==> src/rtl/stream_arbiter_if.sv <==
// Handshake bundle between NREQ requesting streams, the arbiter and the merged downstream port.
// The slave modport is the arbiter's view; the master modport drives the requesters and the sink.
interface stream_arbiter_if #(
  parameter int NREQ = 4,
  parameter int DLEN = 8
) ();
  localparam int IDW = $clog2(NREQ);

  logic [NREQ-1:0]      i_valid;
  logic [NREQ-1:0]      o_ready;
  logic [NREQ*DLEN-1:0] i_data;
  logic [NREQ-1:0]      i_last;
  logic                 o_valid;
  logic                 i_ready;
  logic [DLEN-1:0]      o_data;
  logic                 o_last;
  logic [IDW-1:0]       o_id;
  logic                 o_busy;

  modport slave (
    input  i_valid, i_data, i_last, i_ready,
    output o_ready, o_valid, o_data, o_last, o_id, o_busy
  );

  modport master (
    output i_valid, i_data, i_last, i_ready,
    input  o_ready, o_valid, o_data, o_last, o_id, o_busy
  );
endinterface

==> src/rtl/stream_arbiter.sv <==
// Packet-atomic round-robin arbiter: merges NREQ valid/ready streams into one.
// A grant is held from the first beat of a packet until its last beat is accepted.
module stream_arbiter #(
  parameter int NREQ = 4,
  parameter int DLEN = 8
) (
  input  logic               clk,
  input  logic               rstn,
  stream_arbiter_if.slave    bus
);
  localparam int IDW = $clog2(NREQ);
  localparam int PW  = IDW + 1;

  typedef enum logic {
    ARB  = 1'b0,
    LOCK = 1'b1
  } state_t;

  state_t         state_reg;
  logic [IDW-1:0] owner_reg;
  logic [IDW-1:0] rr_ptr_reg;
  logic           busy_reg;

  logic [DLEN-1:0] data_slice [NREQ];
  logic            arb_found;
  logic [IDW-1:0]  arb_idx;
  logic [PW-1:0]   pos_w;
  logic [IDW-1:0]  grant;
  logic            sel_en;
  logic            out_valid;
  logic            out_last;
  logic            hs;
  logic [IDW-1:0]  next_ptr;

  generate
    for (genvar gi = 0; gi < NREQ; gi++) begin : g_slice
      assign data_slice[gi]  = bus.i_data[gi*DLEN +: DLEN];
      assign bus.o_ready[gi] = (grant == IDW'(gi)) & out_valid & bus.i_ready;
    end
  endgenerate

  // Round-robin scan starting at rr_ptr; the position is wrapped without a modulo operator
  always_comb begin
    arb_found = 1'b0;
    arb_idx   = '0;
    pos_w     = '0;
    for (int i = 0; i < NREQ; i++) begin
      pos_w = {1'b0, rr_ptr_reg} + PW'(i);
      if (pos_w >= PW'(NREQ)) begin
        pos_w = pos_w - PW'(NREQ);
      end
      if (!arb_found && bus.i_valid[pos_w[IDW-1:0]]) begin
        arb_found = 1'b1;
        arb_idx   = pos_w[IDW-1:0];
      end
    end
  end

  assign grant     = (state_reg == LOCK) ? owner_reg : arb_idx;
  assign sel_en    = (state_reg == LOCK) | arb_found;
  assign out_valid = sel_en & bus.i_valid[grant];
  assign out_last  = sel_en & bus.i_last[grant];
  assign hs        = out_valid & bus.i_ready;
  assign next_ptr  = (grant == IDW'(NREQ - 1)) ? '0 : grant + 1'b1;

  assign bus.o_valid = out_valid;
  assign bus.o_last  = out_last;
  assign bus.o_data  = sel_en ? data_slice[grant] : '0;
  assign bus.o_id    = grant;
  assign bus.o_busy  = busy_reg;

  // Any beat that is not a completed last beat pins the grant, so a stalled beat never switches source
  always_ff @(posedge clk) begin
    if (!rstn) begin
      state_reg  <= ARB;
      owner_reg  <= '0;
      rr_ptr_reg <= '0;
      busy_reg   <= 1'b0;
    end else begin
      case (state_reg)
        ARB: begin
          if (out_valid) begin
            if (hs && out_last) begin
              rr_ptr_reg <= next_ptr;
            end else begin
              state_reg <= LOCK;
              owner_reg <= grant;
              busy_reg  <= 1'b1;
            end
          end
        end
        LOCK: begin
          if (hs && out_last) begin
            state_reg  <= ARB;
            rr_ptr_reg <= next_ptr;
            busy_reg   <= 1'b0;
          end
        end
      endcase
    end
  end
endmodule

==> src/flat_wrapper.sv <==
// flat-port wrapper written by rule: the top's interface ports become plain ports
module stream_arbiter_flat 
#(
  parameter int NREQ = 4,
  parameter int DLEN = 8
)
  (clk, rstn, bus_i_valid, bus_i_data, bus_i_last, bus_i_ready, bus_o_ready, bus_o_valid, bus_o_data, bus_o_last, bus_o_id, bus_o_busy);
  stream_arbiter_if #(.NREQ(NREQ), .DLEN(DLEN)) bus_i ();
  input  logic clk;
  input  logic rstn;
  input wire logic [$bits(bus_i.i_valid)-1:0] bus_i_valid;
  input wire logic [$bits(bus_i.i_data)-1:0] bus_i_data;
  input wire logic [$bits(bus_i.i_last)-1:0] bus_i_last;
  input wire logic [$bits(bus_i.i_ready)-1:0] bus_i_ready;
  output wire logic [$bits(bus_i.o_ready)-1:0] bus_o_ready;
  output wire logic [$bits(bus_i.o_valid)-1:0] bus_o_valid;
  output wire logic [$bits(bus_i.o_data)-1:0] bus_o_data;
  output wire logic [$bits(bus_i.o_last)-1:0] bus_o_last;
  output wire logic [$bits(bus_i.o_id)-1:0] bus_o_id;
  output wire logic [$bits(bus_i.o_busy)-1:0] bus_o_busy;
  assign bus_i.i_valid = bus_i_valid;
  assign bus_i.i_data = bus_i_data;
  assign bus_i.i_last = bus_i_last;
  assign bus_i.i_ready = bus_i_ready;
  assign bus_o_ready = bus_i.o_ready;
  assign bus_o_valid = bus_i.o_valid;
  assign bus_o_data = bus_i.o_data;
  assign bus_o_last = bus_i.o_last;
  assign bus_o_id = bus_i.o_id;
  assign bus_o_busy = bus_i.o_busy;
  stream_arbiter #(.NREQ(NREQ), .DLEN(DLEN)) u_core (.clk(clk), .rstn(rstn), .bus(bus_i));
endmodule
==> config.mk <==
export PLATFORM = sky130hd
export DESIGN_NAME = stream_arbiter_flat
export DESIGN_NICKNAME = d
export VERILOG_FILES = /design/src/rtl/stream_arbiter_if.sv /design/src/rtl/stream_arbiter.sv /design/src/flat_wrapper.sv
export SDC_FILE = /design/constraint.sdc
export NUM_CORES = 1
export LEC_CHECK = 0
export CAP_MARGIN = 15
export CORE_UTILIZATION = 39
export CTS_BUF_LIST = sky130_fd_sc_hd__clkbuf_16
export CTS_CLUSTER_SIZE = 14
export DETAILED_ROUTE_END_ITERATION = 7
export PLACE_DENSITY = 0.88
export SLEW_MARGIN = 10
export SYNTH_ARGS = -nofsm -noshare
export SYNTH_HDL_FRONTEND = slang
export SYNTH_SLANG_ARGS = --single-unit
==> constraint.sdc <==
create_clock -name clk -period 5.57 [get_ports clk]
set_clock_uncertainty 0.2 [all_clocks]
set_input_delay 0.557 -clock clk [delete_from_list [all_inputs] [get_ports clk]]
set_output_delay 0.557 -clock clk [all_outputs]
set_load 0.005 [all_outputs]
Word-level counts from Yosys, hierarchy flattened --
Index checks and enable logic that the tools add are counted.
Cells by class: $lt $le $gt $ge 10, add/subtract/negate cells 8, muxes and demuxes 40, equal/unequal tests 6, reduce and logical (&&, ||, !) cells 10, bitwise operators 15
Operators by type and width (count):
- 2-to-1 mux 2 bit | 12
- 2-to-1 mux 8 bit | 3
- binary-select mux 8 bit (select 2 bit) | 1
- < comparator 2 x 3 -> 1 bit, second input constant | 5
- 2-to-1 mux 1 bit | 15
- binary-select mux 1 bit (select 2 bit) | 6
- >= comparator 3 bit, second input constant | 4
- bitwise AND 1 bit | 11
- subtractor 2 x 1 -> 2 bit, second input constant | 4
- adder 2 x 2 -> 3 bit, second input constant | 2
- AND reduction 3 bit | 2
- equality test 2 bit, second input constant | 2
- logical AND 1 bit | 4
- inequality test 2 bit, second input constant | 2
- one-hot mux 1 bit (2 select lines) | 2
- one-hot mux 2 bit (2 select lines) | 1
- adder 2 x 1 -> 3 bit, second input constant | 1
- >= comparator 2 x 3 -> 1 bit, second input constant | 1
- logical NOT 1 bit | 3
- NOT 2 -> 3 bit | 1
- adder 2 x 1 -> 2 bit, second input constant | 1
- equality test 2 x 1 -> 1 bit, second input constant | 1
- logical NOT 2 bit | 1
- inequality test 2 x 1 -> 1 bit, second input constant | 1
- other kinds (2) | 3
Storage, ports and cells: flip-flop bits (word level) 6, output and inout port bits 17, logic and storage cells 93

Longest topological paths before layout --
depth after elaboration 23, mapped depth 9, depth with buffers taken out 8

Least setup slack after synthesis --
Ideal clock, no wire load.
path kind input to output, start point in bus_i_valid[2], end point out bus_o_ready[1], cell stages on the path 7, setup slack 2690 ps, buffers on the path 2, data arrival time 2123 ps, required time 4813 ps, cell sequence or2b_1 -> a21oi_1 -> o41ai_2 -> clkbuf_1 -> clkbuf_1 -> ha_1 -> and3_1
Between the ends: longest elaborated chain between the ends 18, elaborated cells between the ends (all ways) 30, those cells by class eq/ne: 1; mux: 19; bitwise: 4; reduce/logical: 6
Ends and longest elaborated chain:
- start: declaration | line flat_wrapper.sv:11 | input wire logic [$bits(bus_i.i_valid)-1:0] bus_i_valid;
- binary-select mux 1 bit (select 2 bit) | line stream_arbiter.sv:52 | if (!arb_found && bus.i_valid[pos_w[IDW-1:0]]) begin
- 2-to-1 mux 1 bit (not written as such) | line stream_arbiter.sv:52
- 2-to-1 mux 1 bit | line stream_arbiter.sv:52
- logical NOT 1 bit | line stream_arbiter.sv:52
- logical AND 1 bit | line stream_arbiter.sv:52
- 2-to-1 mux 1 bit | line stream_arbiter.sv:52
- logical NOT 1 bit | line stream_arbiter.sv:52
- logical AND 1 bit | line stream_arbiter.sv:52
- [2 not listed]
- logical AND 1 bit | line stream_arbiter.sv:52
- 2-to-1 mux 2 bit (*) | line stream_arbiter.sv:52
- 2-to-1 mux 2 bit (*) | line stream_arbiter.sv:59 | assign grant = (state_reg == LOCK) ? owner_reg : arb_idx;
- via bus_o_id[0] | line flat_wrapper.sv:19 | output wire logic [$bits(bus_i.o_id)-1:0] bus_o_id;
- binary-select mux 1 bit (select 2 bit) | line stream_arbiter.sv:61 | assign out_valid = sel_en & bus.i_valid[grant];
- 2-to-1 mux 1 bit (not written as such) | line stream_arbiter.sv:61
- bitwise AND 1 bit | line stream_arbiter.sv:61
- bitwise AND 1 bit (*) (2 in a row) | line stream_arbiter.sv:38 | assign bus.o_ready[gi] = (grant == IDW'(gi)) & out_valid & bus.i_ready;
- end: declaration | line flat_wrapper.sv:15 | output wire logic [$bits(bus_i.o_ready)-1:0] bus_o_ready;
Mark *: on every way through the listed nets, which the timed path passes. The rest lies on a longest branch. The select of a mux whose other input is x is not followed.

Worst setup path in the final report --
start point in bus_i_valid[2], end point out bus_o_data[5]
Between the ends: longest elaborated chain between the ends 18, elaborated cells between the ends (all ways) 29, those cells by class mux: 21; bitwise: 2; reduce/logical: 6
Ends and longest elaborated chain:
- binary-select mux 1 bit (select 2 bit) | line stream_arbiter.sv:52
- 2-to-1 mux 1 bit (not written as such) | line stream_arbiter.sv:52
- 2-to-1 mux 1 bit | line stream_arbiter.sv:52
- logical NOT 1 bit | line stream_arbiter.sv:52
- logical AND 1 bit | line stream_arbiter.sv:52
- 2-to-1 mux 1 bit | line stream_arbiter.sv:52
- logical NOT 1 bit | line stream_arbiter.sv:52
- logical AND 1 bit | line stream_arbiter.sv:52
- 2-to-1 mux 1 bit | line stream_arbiter.sv:52
- logical NOT 1 bit | line stream_arbiter.sv:52
- logical AND 1 bit | line stream_arbiter.sv:52
- 2-to-1 mux 2 bit | line stream_arbiter.sv:52
- 2-to-1 mux 2 bit | line stream_arbiter.sv:59
- NOT 2 -> 3 bit (not written as such) | line stream_arbiter.sv:68 | assign bus.o_data = sel_en ? data_slice[grant] : '0;
- binary-select mux 8 bit (select 2 bit) | line stream_arbiter.sv:68
- 2-to-1 mux 8 bit (not written as such) (2 in a row) | line stream_arbiter.sv:68
- 2-to-1 mux 8 bit (*) | line stream_arbiter.sv:68
- end: declaration | line flat_wrapper.sv:17 | output wire logic [$bits(bus_i.o_data)-1:0] bus_o_data;
Every way passes the cells marked *; elsewhere a longest branch is shown, timed or not. The select of a mux whose other input is x is not followed.

==> reports/metrics.cfg <==
[global_route]
grt_max_degree = 24
grt_pass1_vias = 1127
overflow = 0
antenna_found_initial = 0
grt_pass1_wl_um = 4840
gr-usage-all-layers_pct = 24.2

[timing]
final-max-slew-violation-count = 0
final_hold_viol_count = 0
rsz0062_at_grt = false
period_needed_ns = 4.23
fin_crit_sh_pct = 75.9
finalSetupViolations = 0
slew_headroom_pct = 33.9
max_freq_ghz = 0.237
setup-tns-final_ns = 0
tightest_slew_ns = 0.991

[clock_tree]
holdBufCountCts = 0
insertion_delay_ns = 0.22
cts_tree = built
cts_buffer_depth = 2
clkTransAtPathRegs_ns = 0.03
cts-resized-gates = 0
cts.sinks = 6
post_cts_buffers = 0
cts_root_buf = clkbuf_16
htreeDepth = 1
cts_buffers = 3

[worst_setup_path]
worstPathBufferInverterCount = 2
path_max_fanout = 19
cp.required_ns = 4.81
cp_top_family = compound AO/OA/AOI/OAI gates
reg2reg_slack_ns = 2.45
cp_data_arrival_time_ns = 3.47
worstPathCellList = clkdlybuf4s50_1 > nor2b_4 > a221oi_2 > a221oi_4 > mux2_2 > nor2_1 > a211oi_1 > clkdlybuf4s50_1
start_kind = primary input
cpMostUsedCell = clkdlybuf4s50_1
cpMaxStageDelayCell = a221oi_4
critPathMaxStageDelay_ns = 0.86
path_class = in2out
worstSetupEndpointType = output pin

[yosys]
synth_area_um2 = 947
synthCells = 116
ys_seq_elements = 6
yosysSeqAreaShare_pct = 12.7
avgSynthCellArea_um2 = 8.17
async_flop_share_pct = 0
synth_flop_cell = dfxtp_1
synth_edf_count = 0
yosys_warnings = 0
netlist-cell-type-count = 41
synth_nets = 163

[place]
dpl.hpwl_um = 2210
globalplace.congestion = 0.986
io_buffers = 59

[final_layout]
drive_above_1_share_pct = 12.8
area_growth_pct = 73.1
nets = 221
fin_util_pct = 72.7
final_cell_mix = clkdlybuf4s50_1 (59), nor2_1 (13), mux2i_1 (11)
layout_commonest_cell = clkdlybuf4s50_1
antennaDiodeCount = 0

[power]
p_leak_uw = 0.000654
powerDensity_nw_per_um2 = 219
ir_worst_vdd_mv = 0.192

[drt]
drcViolationCount = 0
vias = 1112
postRouteAntennaNets = 0
wl_um = 2860
wire_per_inst_um = 14.3
dr.pass1.iters = 4
first_iter_violations = 19
avgViaCountPerCell = 5.56

[floorplan]
die_h_um = 51.3
row_count = 17
io_pins = 60
core-area_um2 = 2250
die_w_um = 51.3
die_area_um2 = 2630
start_util_pct = 42.0

[job]
cap_violations = 0

[run_status]
outcome = finished clean

[worst_hold_path]
hold_class = reg2reg

cells by family after synthesis:
family	synth area share, %
simple gates	27.9
flops	12.7
fa+ha+maj	5.28
compound gates	23.9
buf+inv	7.66
mux	22.6
cell type report:
cell class | instances | area [um2]
multi-input cells | 95 | 777
fillers | 171 | 616
repair buffers | 61 | 606
flip-flops and latches | 6 | 120
clock buffers | 3 | 75.1
well taps | 28 | 35.0
inverters | 7 | 26.3
layer usage:
metal | global-route usage (%) | vias up | wire length [um]
met5 | 0 | - | 0
met4 | 4.05 | 0 | 32
met3 | 7.74 | 4 | 251
met2 | 44.7 | 50 | 1440
met1 | 27.0 | 518 | 1140
li1 | - | 540 | -
final timing paths:
kind | startpoint | end | cells after the start
hold / removal | u_core.owner_reg[1] | u_core.owner_reg[1] | 2
hold reg to reg | u_core.owner_reg[1] | u_core.owner_reg[1] | 2
setup reg to reg | u_core.state_reg | u_core.owner_reg[0] | 6
setup / recovery | bus_i_valid[2] | bus_o_data[5] | 8
power by group:
group          leakage (uW)  switching (uW)  total [uW]  internal [uW]
clock network     0.0000370            22.8         115           92.0
logic              0.000568            78.6         190            111
registers         0.0000492            6.15        53.6           47.5
total              0.000654             108         358            251
stage by stage:
| stage | cells | hold slack (ns) | total power [uW] | instance area, um2 | worst slack [ns] |
|---|---|---|---|---|---|
| finish | 200 | 0.274 | 358 | 1640 | 1.34 |
| global route | 200 | 0.314 | 381 | 1640 | 1.20 |
| CTS | 200 | 0.276 | 361 | 1640 | 1.35 |
| detailed placement | 197 | 0.266 | 243 | 1560 | 1.33 |
| global placement | 197 | 0.243 | 238 | 1560 | 1.45 |
| floorplan | 116 | 0.235 | 150 | 947 | 2.69 |
synthesized netlist by cell type (3+ instances only):
| cell | number | share of area [%] |
|---|---|---|
| nand2b_1 | 4 | 2.6 |
| ha_1 | 4 | 5.3 |
| dfxtp_1 | 6 | 13 |
| o21a_1 | 3 | 2.4 |
| nand2_1 | 10 | 4.0 |
| a211oi_1 | 9 | 7.1 |
| mux2i_1 | 11 | 12 |
| mux2_2 | 8 | 9.5 |
| and3_1 | 5 | 3.3 |
| inv_1 | 6 | 2.4 |
| nor2_1 | 13 | 5.2 |
tightest hold or removal path, cell delays in order (launching register included):
cell     delay (ns)
dfxtp_1        0.31
nand2_1        0.06
mux2i_1        0.05
No activity file was read; power rests on OpenSTA's default activity.
